**src/rtl/master_tx_ltssm.sv**
```systemverilog
// master_tx_ltssm: transmit-side LTSSM sequencer selecting ordered sets, electrical idle and receiver detection per substate
module master_tx_ltssm #(
    parameter int MAXLANES = 16,
    parameter int TS1_POLL = 1024,
    parameter int TS2_CNT  = 16,
    parameter int TS1_CFG  = 2,
    parameter int IDLE_CNT = 16,
    parameter int CNT_W    = 11
) (
    input  logic                clk,
    input  logic                reset,
    input  logic [3:0]          substate,
    input  logic                forceDetect,
    input  logic                osSent,
    input  logic                detectDone,
    input  logic [MAXLANES-1:0] detectResult,
    output logic                finish,
    output logic                sendOs,
    output logic [2:0]          osType,
    output logic                linkNumPad,
    output logic                laneNumPad,
    output logic                txElecIdle,
    output logic                detectReq,
    output logic                disableScrambler,
    output logic [4:0]          numberOfDetectedLanes
);
    typedef enum logic [1:0] {IDLE, DETECT, SEND, HOLD} state_t;

    state_t           state_q, state_d;
    logic [3:0]       last_q, last_d;
    logic [CNT_W-1:0] cnt_q, cnt_d, tgt;
    logic             pend_q, pend_d;
    logic             finish_q, finish_d;
    logic             send_q, send_d;
    logic [2:0]       os_q, os_d;
    logic             link_q, link_d;
    logic             lane_q, lane_d;
    logic             idle_q, idle_d;
    logic             req_q, req_d;
    logic             dis_q, dis_d;
    logic [4:0]       width_q, width_d;
    logic [3:0]       ld;
    logic             new_req, valid, hit;
    logic [7:0]       run_len;

    assign ld      = forceDetect ? 4'd0 : substate;
    assign new_req = forceDetect || substate != last_q;
    assign valid   = ld <= 4'd9;
    assign tgt     = last_q == 4'd2 ? CNT_W'(TS1_POLL) :
                     (last_q == 4'd3 || last_q == 4'd8) ? CNT_W'(TS2_CNT) :
                     last_q == 4'd9 ? CNT_W'(IDLE_CNT) : CNT_W'(TS1_CFG);
    assign hit     = state_q == SEND && osSent && cnt_q + CNT_W'(1) == tgt;

    // length of the run of present receivers starting at lane 0
    always_comb begin
        run_len = '0;
        for (int i = MAXLANES - 1; i >= 0; i--) run_len = detectResult[i] ? run_len + 8'd1 : 8'd0;
    end

    // state and output registers
    always_ff @(posedge clk or negedge reset) begin
        if (!reset) begin
            state_q  <= IDLE;
            last_q   <= 4'hF;
            cnt_q    <= '0;
            pend_q   <= 1'b0;
            finish_q <= 1'b0;
            send_q   <= 1'b0;
            os_q     <= 3'd0;
            link_q   <= 1'b1;
            lane_q   <= 1'b1;
            idle_q   <= 1'b1;
            req_q    <= 1'b0;
            dis_q    <= 1'b0;
            width_q  <= 5'd0;
        end else begin
            state_q  <= state_d;
            last_q   <= last_d;
            cnt_q    <= cnt_d;
            pend_q   <= pend_d;
            finish_q <= finish_d;
            send_q   <= send_d;
            os_q     <= os_d;
            link_q   <= link_d;
            lane_q   <= lane_d;
            idle_q   <= idle_d;
            req_q    <= req_d;
            dis_q    <= dis_d;
            width_q  <= width_d;
        end
    end

    // a new request always reloads; otherwise detection or reaching the OS target parks in HOLD
    always_comb begin
        state_d = state_q;
        if (new_req) state_d = !valid ? IDLE : ld == 4'd0 ? HOLD : ld == 4'd1 ? DETECT : SEND;
        else if ((state_q == DETECT && detectDone) || hit) state_d = HOLD;
    end

    // outputs load from the substate table on a new request, pulses fire one cycle after their cause
    always_comb begin
        last_d   = new_req ? ld : last_q;
        cnt_d    = new_req ? '0 : (state_q == SEND && osSent && !(&cnt_q)) ? cnt_q + CNT_W'(1) : cnt_q;
        pend_d   = new_req && ld <= 4'd1;
        finish_d = !new_req && ((pend_q && state_q == HOLD) || (state_q == DETECT && detectDone) || hit);
        req_d    = !new_req && pend_q && state_q == DETECT;
        send_d   = new_req ? valid && ld >= 4'd2 : send_q;
        os_d     = !new_req ? os_q : (!valid || ld <= 4'd1) ? 3'd0 : ld == 4'd9 ? 3'd3 :
                   (ld == 4'd3 || ld == 4'd8) ? 3'd2 : 3'd1;
        link_d   = new_req ? !valid || ld <= 4'd3 : link_q;
        lane_d   = new_req ? !valid || ld <= 4'd5 : lane_q;
        idle_d   = new_req ? !valid || ld <= 4'd1 : idle_q;
        dis_d    = new_req ? valid && ld != 4'd9 : dis_q;
        width_d  = !detectDone ? width_q : run_len >= 8'd16 ? 5'd16 : run_len >= 8'd8 ? 5'd8 :
                   run_len >= 8'd4 ? 5'd4 : run_len >= 8'd2 ? 5'd2 : run_len >= 8'd1 ? 5'd1 : 5'd0;
    end

    assign finish                = finish_q;
    assign sendOs                = send_q;
    assign osType                = os_q;
    assign linkNumPad            = link_q;
    assign laneNumPad            = lane_q;
    assign txElecIdle            = idle_q;
    assign detectReq             = req_q;
    assign disableScrambler      = dis_q;
    assign numberOfDetectedLanes = width_q;
endmodule

```
**config.mk**
```make
export PLATFORM = sky130hd
export DESIGN_NAME = master_tx_ltssm
export DESIGN_NICKNAME = d
export VERILOG_FILES = /design/src/rtl/master_tx_ltssm.sv
export SDC_FILE = /design/constraint.sdc
export NUM_CORES = 1
export LEC_CHECK = 0
export BUFFER_PORTS_ARGS = -buffer_cell sky130_fd_sc_hd__buf_2
export CORE_AREA = 2 2 114 116
export CTS_BUF_LIST = sky130_fd_sc_hd__clkbuf_16
export DETAILED_ROUTE_END_ITERATION = 7
export DIE_AREA = 0 0 116 118
export HOLD_SLACK_MARGIN = 0.03
export PLACE_DENSITY = 0.45
export SYNTH_ARGS = -nofsm -noshare
export SYNTH_HDL_FRONTEND = slang
export SYNTH_SLANG_ARGS = --single-unit
```
**constraint.sdc**
```tcl
create_clock -name clk -period 2.2 [get_ports clk]
set_input_delay 0.22 -clock clk [delete_from_list [all_inputs] [get_ports clk]]
set_output_delay 0.22 -clock clk [all_outputs]
set_load 0.05 [all_outputs]
```
Yosys cells after proc, flatten, opt, wreduce, memory -nomap -nowiden
Cells that the tools add are included.
Word-level totals
  flip-flop bits (word level): 33
  input bits: 25
  output and inout port bits: 15
Operators by class
  $add $sub $neg: 16
  order comparisons: 10
  equality and inequality tests: 14
  multiplexer cells: 35
  reduce and logical (&&, ||, !) cells: 27
Operators with widths (number)
  8-bit 2-to-1 mux: 9
  8-bit by 1-bit adder with 8-bit output (second input constant): 8
  11-bit 2-to-1 mux: 3
  2-bit 2-to-1 mux: 10
  5-bit 2-to-1 mux: 4
  4-bit equality test (second input constant): 4
  4-bit by 2-bit equality test with 1-bit output (second input constant): 3
  4-bit 2-to-1 mux: 3
  11-bit by 1-bit adder with 11-bit output (second input constant): 1
  11-bit equality test: 1
  1-bit logical AND: 11
  11-bit AND reduction: 1
  1-bit logical OR: 9
  7-bit by 1-bit adder with 8-bit output (second input constant): 1
  8-bit by 1-bit greater-or-equal comparator with 1-bit output (second input constant): 1
  8-bit by 2-bit greater-or-equal comparator with 1-bit output (second input constant): 1
  8-bit by 3-bit greater-or-equal comparator with 1-bit output (second input constant): 1
  8-bit by 4-bit greater-or-equal comparator with 1-bit output (second input constant): 1
  8-bit by 5-bit greater-or-equal comparator with 1-bit output (second input constant): 1
  6-bit by 1-bit adder with 7-bit output (second input constant): 1
  7-bit 2-to-1 mux: 1
  5-bit by 1-bit adder with 6-bit output (second input constant): 1
  3-bit 2-to-1 mux: 2
  6-bit 2-to-1 mux: 1
  other kinds (18): 23

Logic depth before layout (Yosys ltp)
Gate-level depths: netlist of run 1.
  depth in word-level cells: 37
  depth in mapped cells: 36
  mapped depth without buffers: 36

Worst setup path before layout of run 1
No wires, ideal clock.
  path type: input port to flip-flop
  start: input port detectResult[15]
  end: register width_q[0], in the netlist numberOfDetectedLanes[0]
  arrival time: 6.934 ns
  data required time: 2.122 ns
  slack: -4.812 ns
  stages: 36
  cell sequence: nand2b_1 > and2_1 > ha_1 > and2_1 > ha_1 > and2_1 > ha_1 > nand2_1 > inv_1 > ha_1 > and2_1 > ha_1 > and2_1 > ha_1 > and2_1 > ha_1 > nand2_1 > inv_1 > ha_1 > and2_1 > ha_1 > and2_1 > ha_1 > clkbuf_1 > inv_1 > nand2_1 > or4_1 > a31o_1 > nand2_1 > and4bb_4 > or3_4 > and2_1 > o2111a_1 > nor3_4 > nand4_1 > o2bb2ai_1
Between the ends
  longest elaborated chain between the ends: 37
  elaborated cells on any way between the ends: 41
  classes of those cells: 15 x add/sub; 5 x order compare; 21 x mux
Ends and longest elaborated chain
  from (decl): line 16  | input logic [MAXLANES-1:0] detectResult,
  1-bit 2-to-1 mux *: line 57  | for (int i = MAXLANES - 1; i >= 0; i--) run_len = detectResult[i] ? run_len + 8'd1 : 8'd0;
  1-bit by 1-bit adder with 2-bit output *: line 57
  2-bit 2-to-1 mux *: line 57
  2-bit by 1-bit adder with 3-bit output *: line 57
  3-bit 2-to-1 mux *: line 57
  3-bit by 1-bit adder with 4-bit output *: line 57
  4-bit 2-to-1 mux *: line 57
  4-bit by 1-bit adder with 5-bit output *: line 57
  [... 21 more ...]
  8-bit by 1-bit adder with 8-bit output *: line 57
  8-bit 2-to-1 mux *: line 57
  8-bit by 1-bit greater-or-equal comparator with 1-bit output: line 115  | run_len >= 8'd4 ? 5'd4 : run_len >= 8'd2 ? 5'd2 : run_len >= 8'd1 ? 5'd1 : 5'd0;
  1-bit 2-to-1 mux: line 115
  2-bit 2-to-1 mux: line 115
  3-bit 2-to-1 mux: line 115
  4-bit 2-to-1 mux: line 114  | width_d = !detectDone ? width_q : run_len >= 8'd16 ? 5'd16 : run_len >= 8'd8 ? 5'd8 :
  5-bit 2-to-1 mux *: line 114
  to (signal assigned): line 89  | width_q <= width_d;
  to (decl): line 41  | logic [4:0] width_q, width_d;
Every way passes the cells marked *; elsewhere a longest branch is shown, timed or not.
A chain may end at the register's enable or synchronous reset.

Worst setup path after layout of run 1
Ends and elaborated chain as after synthesis.

==> results by group, run 1 <==
Synth
  • Syn_nets: 499
  • Cell Area, Synth: 0.00366 mm2
  • Syn. warnings: 0
  • Mean Syn Cell Area: 7.97 um2
  • Async S/R FF share, synth: 100%
  • Yosys cell types: 90
  • Post-synth EDFFs: 0
  • Post-synthesis cell count: 460
  • Sequential fraction of the synthesis area: 22.1%
  • #FFs+latches synth: 32
  • Main synth FF type: dfrtp_1

Timing
  • Relative slew slack: 53.4%
  • RSZ-0062 raised after global routing: yes
  • Final hold violations: 0
  • Final setup margin: -3.88 ns
  • Worst Max-Slew Pin Slew: 0.699 ns
  • Final clock skew: 0.00663 ns
  • Final-report max-slew violation count: 0
  • Min Tclk post-route: 6.08 ns
  • Fin crit share: 276%
  • Count of final setup violators: 5
  • Fmax: 0.164 GHz
  • Min Hold Slack: 0.236 ns

Clock network
  • Num CTS Buffers: 5
  • Root Driver: clkbuf_16
  • Clock sinks: 32
  • CTS Buffer Depth: 2
  • CTS tree: built
  • Clock transition at the registers of the reported paths: 0.05 ns
  • # H-tree levels: 2
  • Later-pin clock latency in the skew report: 0.27 ns

Route
  • Pre-antenna DRT Iters: 4
  • Drt initial violations: 97
  • Avg Vias per Cell: 4.81
  • Routed vias: 3777
  • WL/cell: 12.3 um
  • Drt total wl: 9.65 mm
  • Drt drc: 0
  • Antenna-violating nets left: 0

Place
  • Dpl hpwl: 7.68 mm
  • Port Buf Inserts: 38
  • Placed insts: 757
  • GPL Wtd Cong: 0.781

Run
  • Max Cap Violations: 0

Die
  • Die H: 118 um
  • Die ar.: 0.0137 mm2
  • Chip width: 116 um
  • FP Rows: 41
  • Top-Level Pins: 40
  • Initial Util: 29.5%
  • Core area: 0.0124 mm2

Min path
  • HP Start: substate[0]
  • Hold path endpoint: last_q[0]
  • Hold Path Depth: 3
  • Hold Path Class: in2reg

Critical path
  • Critical path class: in2reg
  • R2R cell count: 10
  • CP endpoint kind: flip-flop
  • Worst Path Required: 2.40 ns
  • Slowest-stage cell, CP: or4_4
  • Critical-path maximum fanout: 7
  • Critical path launch point type: primary input
  • Crit-path max cell delay: 0.51 ns
  • Flop2flop setup slack: 0.19 ns
  • Reg2reg end: state_q[1]
  • Worst Path Arrival: 6.29 ns
  • Reg-to-reg startpoint: cnt_q[0]

Finish
  • Fin cells: 786
  • Util after Layout: 43.7%
  • Ant diodes: 0
  • Layout Nets: 652
  • Area Overhead vs Synth: 48.0%
  • Share of layout cells above drive strength 1: 42.0%

Run status
  • Failing checks: negative setup slack
  • Outcome: finished with violations

Pwr
  • Leakage: 2.35 nW
  • PwrDens: 380 mW/mm2
  • Max rail drop VDD: 217 uV

Global routing
  • Largest net degree at the start of global routing: 33
  • Antenna violations before repair: 0
  • Overflow after GRT: 0
  • Vias in the first global route: 3682
  • First-pass GRT wire length: 16.7 mm
  • GRT Util Overall: 14.5%
cell type report:
| class | instances | area (um2) |
|---|---|---|
| multi-input cells | 379 | 2990 |
| repair buffers | 166 | 1160 |
| well taps | 172 | 215 |
| clock inverters | 3 | 12.5 |
| inverters | 29 | 109 |
| clock buffers | 5 | 125 |
| flip-flops and latches | 32 | 810 |
| fillers | 1274 | 6990 |
cell families (layout without fill, tap and decap cells):
logic type / count (synthesis) / in the layout / synth area share (%)
AOI/OAI and AO/OA: 98 / 98 / 20.4
xor gates and xnor gates: 37 / 37 / 10.1
adders and majority gates: 14 / 14 / 4.78
buffers and inverters: 49 / 203 / 5.36
DFF: 32 / 32 / 22.1
muxes: 9 / 9 / 3.00
other: 1 / 1 / 0.102
and+or+nand+nor: 220 / 220 / 34.1
cell usage after synthesis (all sizes together), types with 3 or more instances:
master | n | area share (%)
mux2 | 3 | 0.92
xor2 | 19 | 4.7
o2bb2ai | 4 | 0.96
and4b | 4 | 1.2
ha | 14 | 4.8
and3 | 10 | 1.8
nor3 | 13 | 2.2
or3 | 9 | 1.8
a211oi | 7 | 1.8
nor2b | 7 | 1.2
nand2 | 52 | 5.4
buf | 3 | 0.65
o21ai | 13 | 1.8
o211ai | 6 | 1.2
clkbuf | 17 | 1.7
a21boi | 5 | 1.0
inv | 29 | 3.0
a31oi | 7 | 1.5
a21oi | 20 | 2.8
or2 | 3 | 0.51
nand3 | 17 | 2.3
a211o | 3 | 0.72
dfrtp | 25 | 17
nand2b | 11 | 1.9
xnor2 | 16 | 4.0
a311oi | 3 | 0.89
nor2 | 38 | 4.1
dfstp | 7 | 5.0
nand4b | 3 | 0.89
nand3b | 7 | 1.4
o31ai | 4 | 0.82
nor4 | 7 | 1.2
and2 | 19 | 3.3
nand4 | 7 | 1.2
mux2i | 6 | 2.1
or4 | 4 | 0.92
critical path: cells and delay by family:
| kind | cells | cell delay, ns |
|---|---|---|
| adders and majority gates | 7 | 1.49 |
| xor gates and xnor gates | 1 | 0.18 |
| buffers and inverters | 2 | 0.14 |
| AOI/OAI and AO/OA | 4 | 0.89 |
| and+or+nand+nor | 18 | 3.35 |
stage by stage:
stage | TNS, ns | setup WS [ns] | total power, W | area (um2)
after floorplan | -21.02 | -4.24 | 0.00108 | 3850
after global placement | -21.87 | -4.39 | 0.00136 | 4960
after detailed placement | -22.76 | -4.60 | 0.00136 | 4960
after CTS | -19.47 | -3.91 | 0.00208 | 5330
after global routing | -20.53 | -4.12 | 0.00220 | 5430
final | -19.27 | -3.88 | 0.00206 | 5430
cells in the final DEF, fill, tap and decap left out, drive strengths merged, types with 14 or more instances in the layout:
cell   instances
ha            14
nor2          38
buf          165
xor2          19
a21oi         20
dfrtp         25
and2          19
xnor2         16
inv           31
nand2         52
nand3         17
per-layer routing:
layer  up-vias  GRT usage [%]  share of wire (%)
li1       1977              -                  -
met1      1753           19.0                 48
met2        42           25.3                 49
met3         5           2.06                2.6
met4         0           2.68               0.67
met5         -              0                  0
report_power, final:
part / switching [W] / internal, W
Combinational: 0.000401 / 0.000386
Clock: 0.000230 / 0.000407
Sequential: 0.0000192 / 0.000621
flip-flops by register name (all words and copies together), names as in the netlist, 2 cells and up:
signal,cells
osType,2
cnt_q,11
last_q,4
numberOfDetectedLanes,5
state_q,2
how the worst max path moves through the flow:
stage               cells after the start             start  slack (ns)                       end
floorplan                              35  detectResult[15]       -4.24  numberOfDetectedLanes[0]
global placement                       32  detectResult[15]       -4.39  numberOfDetectedLanes[2]
detailed placement                     32  detectResult[15]       -4.60  numberOfDetectedLanes[3]
CTS                                    36  detectResult[15]       -3.91  numberOfDetectedLanes[3]
global route                           33  detectResult[15]       -4.12  numberOfDetectedLanes[0]
finish                                 32  detectResult[15]       -3.88  numberOfDetectedLanes[0]
what timing repair did:
item	CTS	global route
buffers inserted	15	5
gates resized for setup	20	11
setup endpoints to repair	5	6
hold buffers	1	0
pin swaps	29	23
hold endpoints to repair	13	0
No activity file was read; power rests on OpenSTA's default activity.
==> run 2, diff against run 1 <==
- REMOVE_ABC_BUFFERS: not set -> 1
==> run 2 against run 1 <==
Net effect: the run still ends with negative setup slack left; final cell count rose by 1.7%; final area rose by 4.8%; non-clock buffer count rose by 13; register-to-register slack barely moved; clock skew fell by 0.00060 ns; sequential share of layout area fell by 0.68 points; first-iteration DRC count rose by 82%; combinational power rose by 7.5%; worst setup slack got worse by 0.078 ns; critical path type unchanged; critical endpoint unchanged; largest cell class unchanged; highest routed layer unchanged.
==> results by group, run 2 (same netlist as run 1, synthesis figures left out) <==
Die
  • Die ar.: 0.0137 mm2
  • Core area: 0.0124 mm2
  • Initial Util: 29.5%
  • FP Rows: 41
  • Chip width: 116 um
  • Top-Level Pins: 40
  • Die H: 118 um

Clock network
  • Root Driver: clkbuf_16
  • CTS Buffer Depth: 2
  • Num CTS Buffers: 5
  • CTS tree: built
  • # H-tree levels: 2
  • Later-pin clock latency in the skew report: 0.28 ns
  • Clock transition at the registers of the reported paths: 0.06 ns
  • Clock sinks: 32

Pwr
  • Sw Ratio: 33.0%
  • Leakage: 2.43 nW
  • Power share of the sequential group: 29.5%
  • Power share of the clock group: 31.5%
  • PwrDens: 381 mW/mm2
  • P_sw: 0.000714 W
  • Int Power: 0.00145 W
  • Max rail drop VDD: 269 uV
  • Logic gate share of total power: 39.0%

Critical path
  • Flop2flop setup slack: 0.20 ns
  • Slowest-stage cell, CP: or3_4
  • CP endpoint kind: flip-flop
  • CP most frequent cell: ha_4
  • Worst Path Arrival: 6.37 ns
  • R2R cell count: 10
  • Worst Path Required: 2.41 ns
  • Critical path class: in2reg
  • Reg-to-reg startpoint: cnt_q[0]
  • Critical path launch point type: primary input
  • Reg2reg end: state_q[1]
  • Crit-path max cell delay: 0.39 ns
  • Critical-path maximum fanout: 4

Run status
  • Failing checks: negative setup slack
  • Outcome: finished with violations

Finish
  • Ant diodes: 0
  • Commonest non-fill, non-tap cells in the layout: 137 x buf_4, 48 x nand2_1, 37 x buf_2
  • Area Overhead vs Synth: 55.1%
  • Layout Nets: 665
  • Util after Layout: 45.8%
  • Leading cell type in the layout, fill and taps excluded: buf_4
  • Share of layout cells above drive strength 1: 46.4%
  • Fin cells: 799
  • Most flop-heavy register: cnt_q
  • Largest register FFs: 11

Route
  • Routed vias: 3958
  • Drt total wl: 10.4 mm
  • WL/cell: 13.0 um
  • Pre-antenna DRT Iters: 5
  • Drt drc: 0
  • Avg Vias per Cell: 4.95
  • Drt initial violations: 177
  • Antenna-violating nets left: 0

Place
  • Placed insts: 766
  • Port Buf Inserts: 38
  • GPL Wtd Cong: 0.840
  • Dpl hpwl: 7.81 mm

Min path
  • Hold Path Depth: 3
  • Hold Path Class: in2reg
  • Hold path endpoint: last_q[0]
  • HP Start: substate[0]

Global routing
  • Largest net degree at the start of global routing: 33
  • Antenna violations before repair: 0
  • Overflow after GRT: 0
  • GRT Util Overall: 15.6%
  • Vias in the first global route: 4067
  • First-pass GRT wire length: 17.9 mm

Timing
  • Fin crit share: 280%
  • Final clock skew: 0.00603 ns
  • Final setup margin: -3.96 ns
  • Relative slew slack: 51.9%
  • Fmax: 0.162 GHz
  • Final-report max-slew violation count: 0
  • Final hold violations: 0
  • RSZ-0062 raised after global routing: yes
  • Worst Max-Slew Pin Slew: 0.722 ns
  • Count of final setup violators: 5
  • Min Tclk post-route: 6.16 ns

Run
  • Max Cap Violations: 0
## run 2: cell count changes in the layout (fill, tap and decap cells not counted), moves of 3 or more
cell,before,now
buf_4,126,137
nor2_1,35,32
nor2_2,2,5
nor3_1,10,7
## run 2: worst max path at each step
stage	startpoint	to
after detailed placement	detectResult[15]	numberOfDetectedLanes[0]
after global routing	detectResult[15]	numberOfDetectedLanes[0]
after CTS	detectResult[15]	numberOfDetectedLanes[0]
after floorplan	detectResult[15]	numberOfDetectedLanes[0]
after global placement	detectResult[15]	numberOfDetectedLanes[0]
final	detectResult[15]	numberOfDetectedLanes[0]
## run 2: cell type report
| class | count | area, um2 |
|---|---|---|
| fill | 1257 | 6730 |
| multi-input combinational | 379 | 3130 |
| clock inverter | 3 | 23.8 |
| timing repair buffer | 179 | 1270 |
| sequential | 32 | 810 |
| inverter | 29 | 114 |
| clock buffer | 5 | 125 |
| tap | 172 | 215 |
## run 2: power by group through the flow
stage          Combinational (W)  Sequential (W)  Clock (W)
2_1_floorplan           0.000294        0.000703          0
3_3_place_gp            0.000663        0.000647          0
3_5_place_dp            0.000667        0.000647          0
4_1_cts                 0.000798        0.000638   0.000696
5_1_grt                 0.000924        0.000642   0.000731
6_report                0.000845        0.000639   0.000682
## run 2: timing repair
item	CTS	global route
hold buffers	1	0
pin swaps	44	27
resized for setup	53	35
endpoints found under the hold margin	25	0
setup endpoints to repair	5	8
buffers inserted	21	5
## run 2: per-layer routing
metal | part of all wire (%) | global-route usage (%) | vias up
met1 | 45 | 19.6 | 1894
met4 | 1.7 | 4.32 | 0
met2 | 51 | 27.9 | 46
li1 | - | - | 2002
met3 | 2.3 | 1.85 | 16
met5 | 0 | 0 | -
## run 2: stage by stage
step	TNS (ns)	power, W	hold slack, ns	area (um2)	worst slack (ns)
2_1_floorplan	-23.71	0.000997	-0.0756	3580	-4.73
3_3_place_gp	-24.53	0.00131	0.319	4850	-4.94
3_5_place_dp	-24.81	0.00131	0.320	4850	-5.02
4_1_cts	-19.77	0.00213	0.235	5460	-4.00
5_1_grt	-21.09	0.00230	0.261	5680	-4.25
6_report	-19.71	0.00217	0.244	5680	-3.96
## run 2: worst max-delay path, delay by kind of cell
kind,cells,cell delay (ns)
buf+inv,6,0.52
xor+xnor,1,0.16
simple gates,17,2.44
compound gates,4,0.79
fa+ha+maj,10,2.22
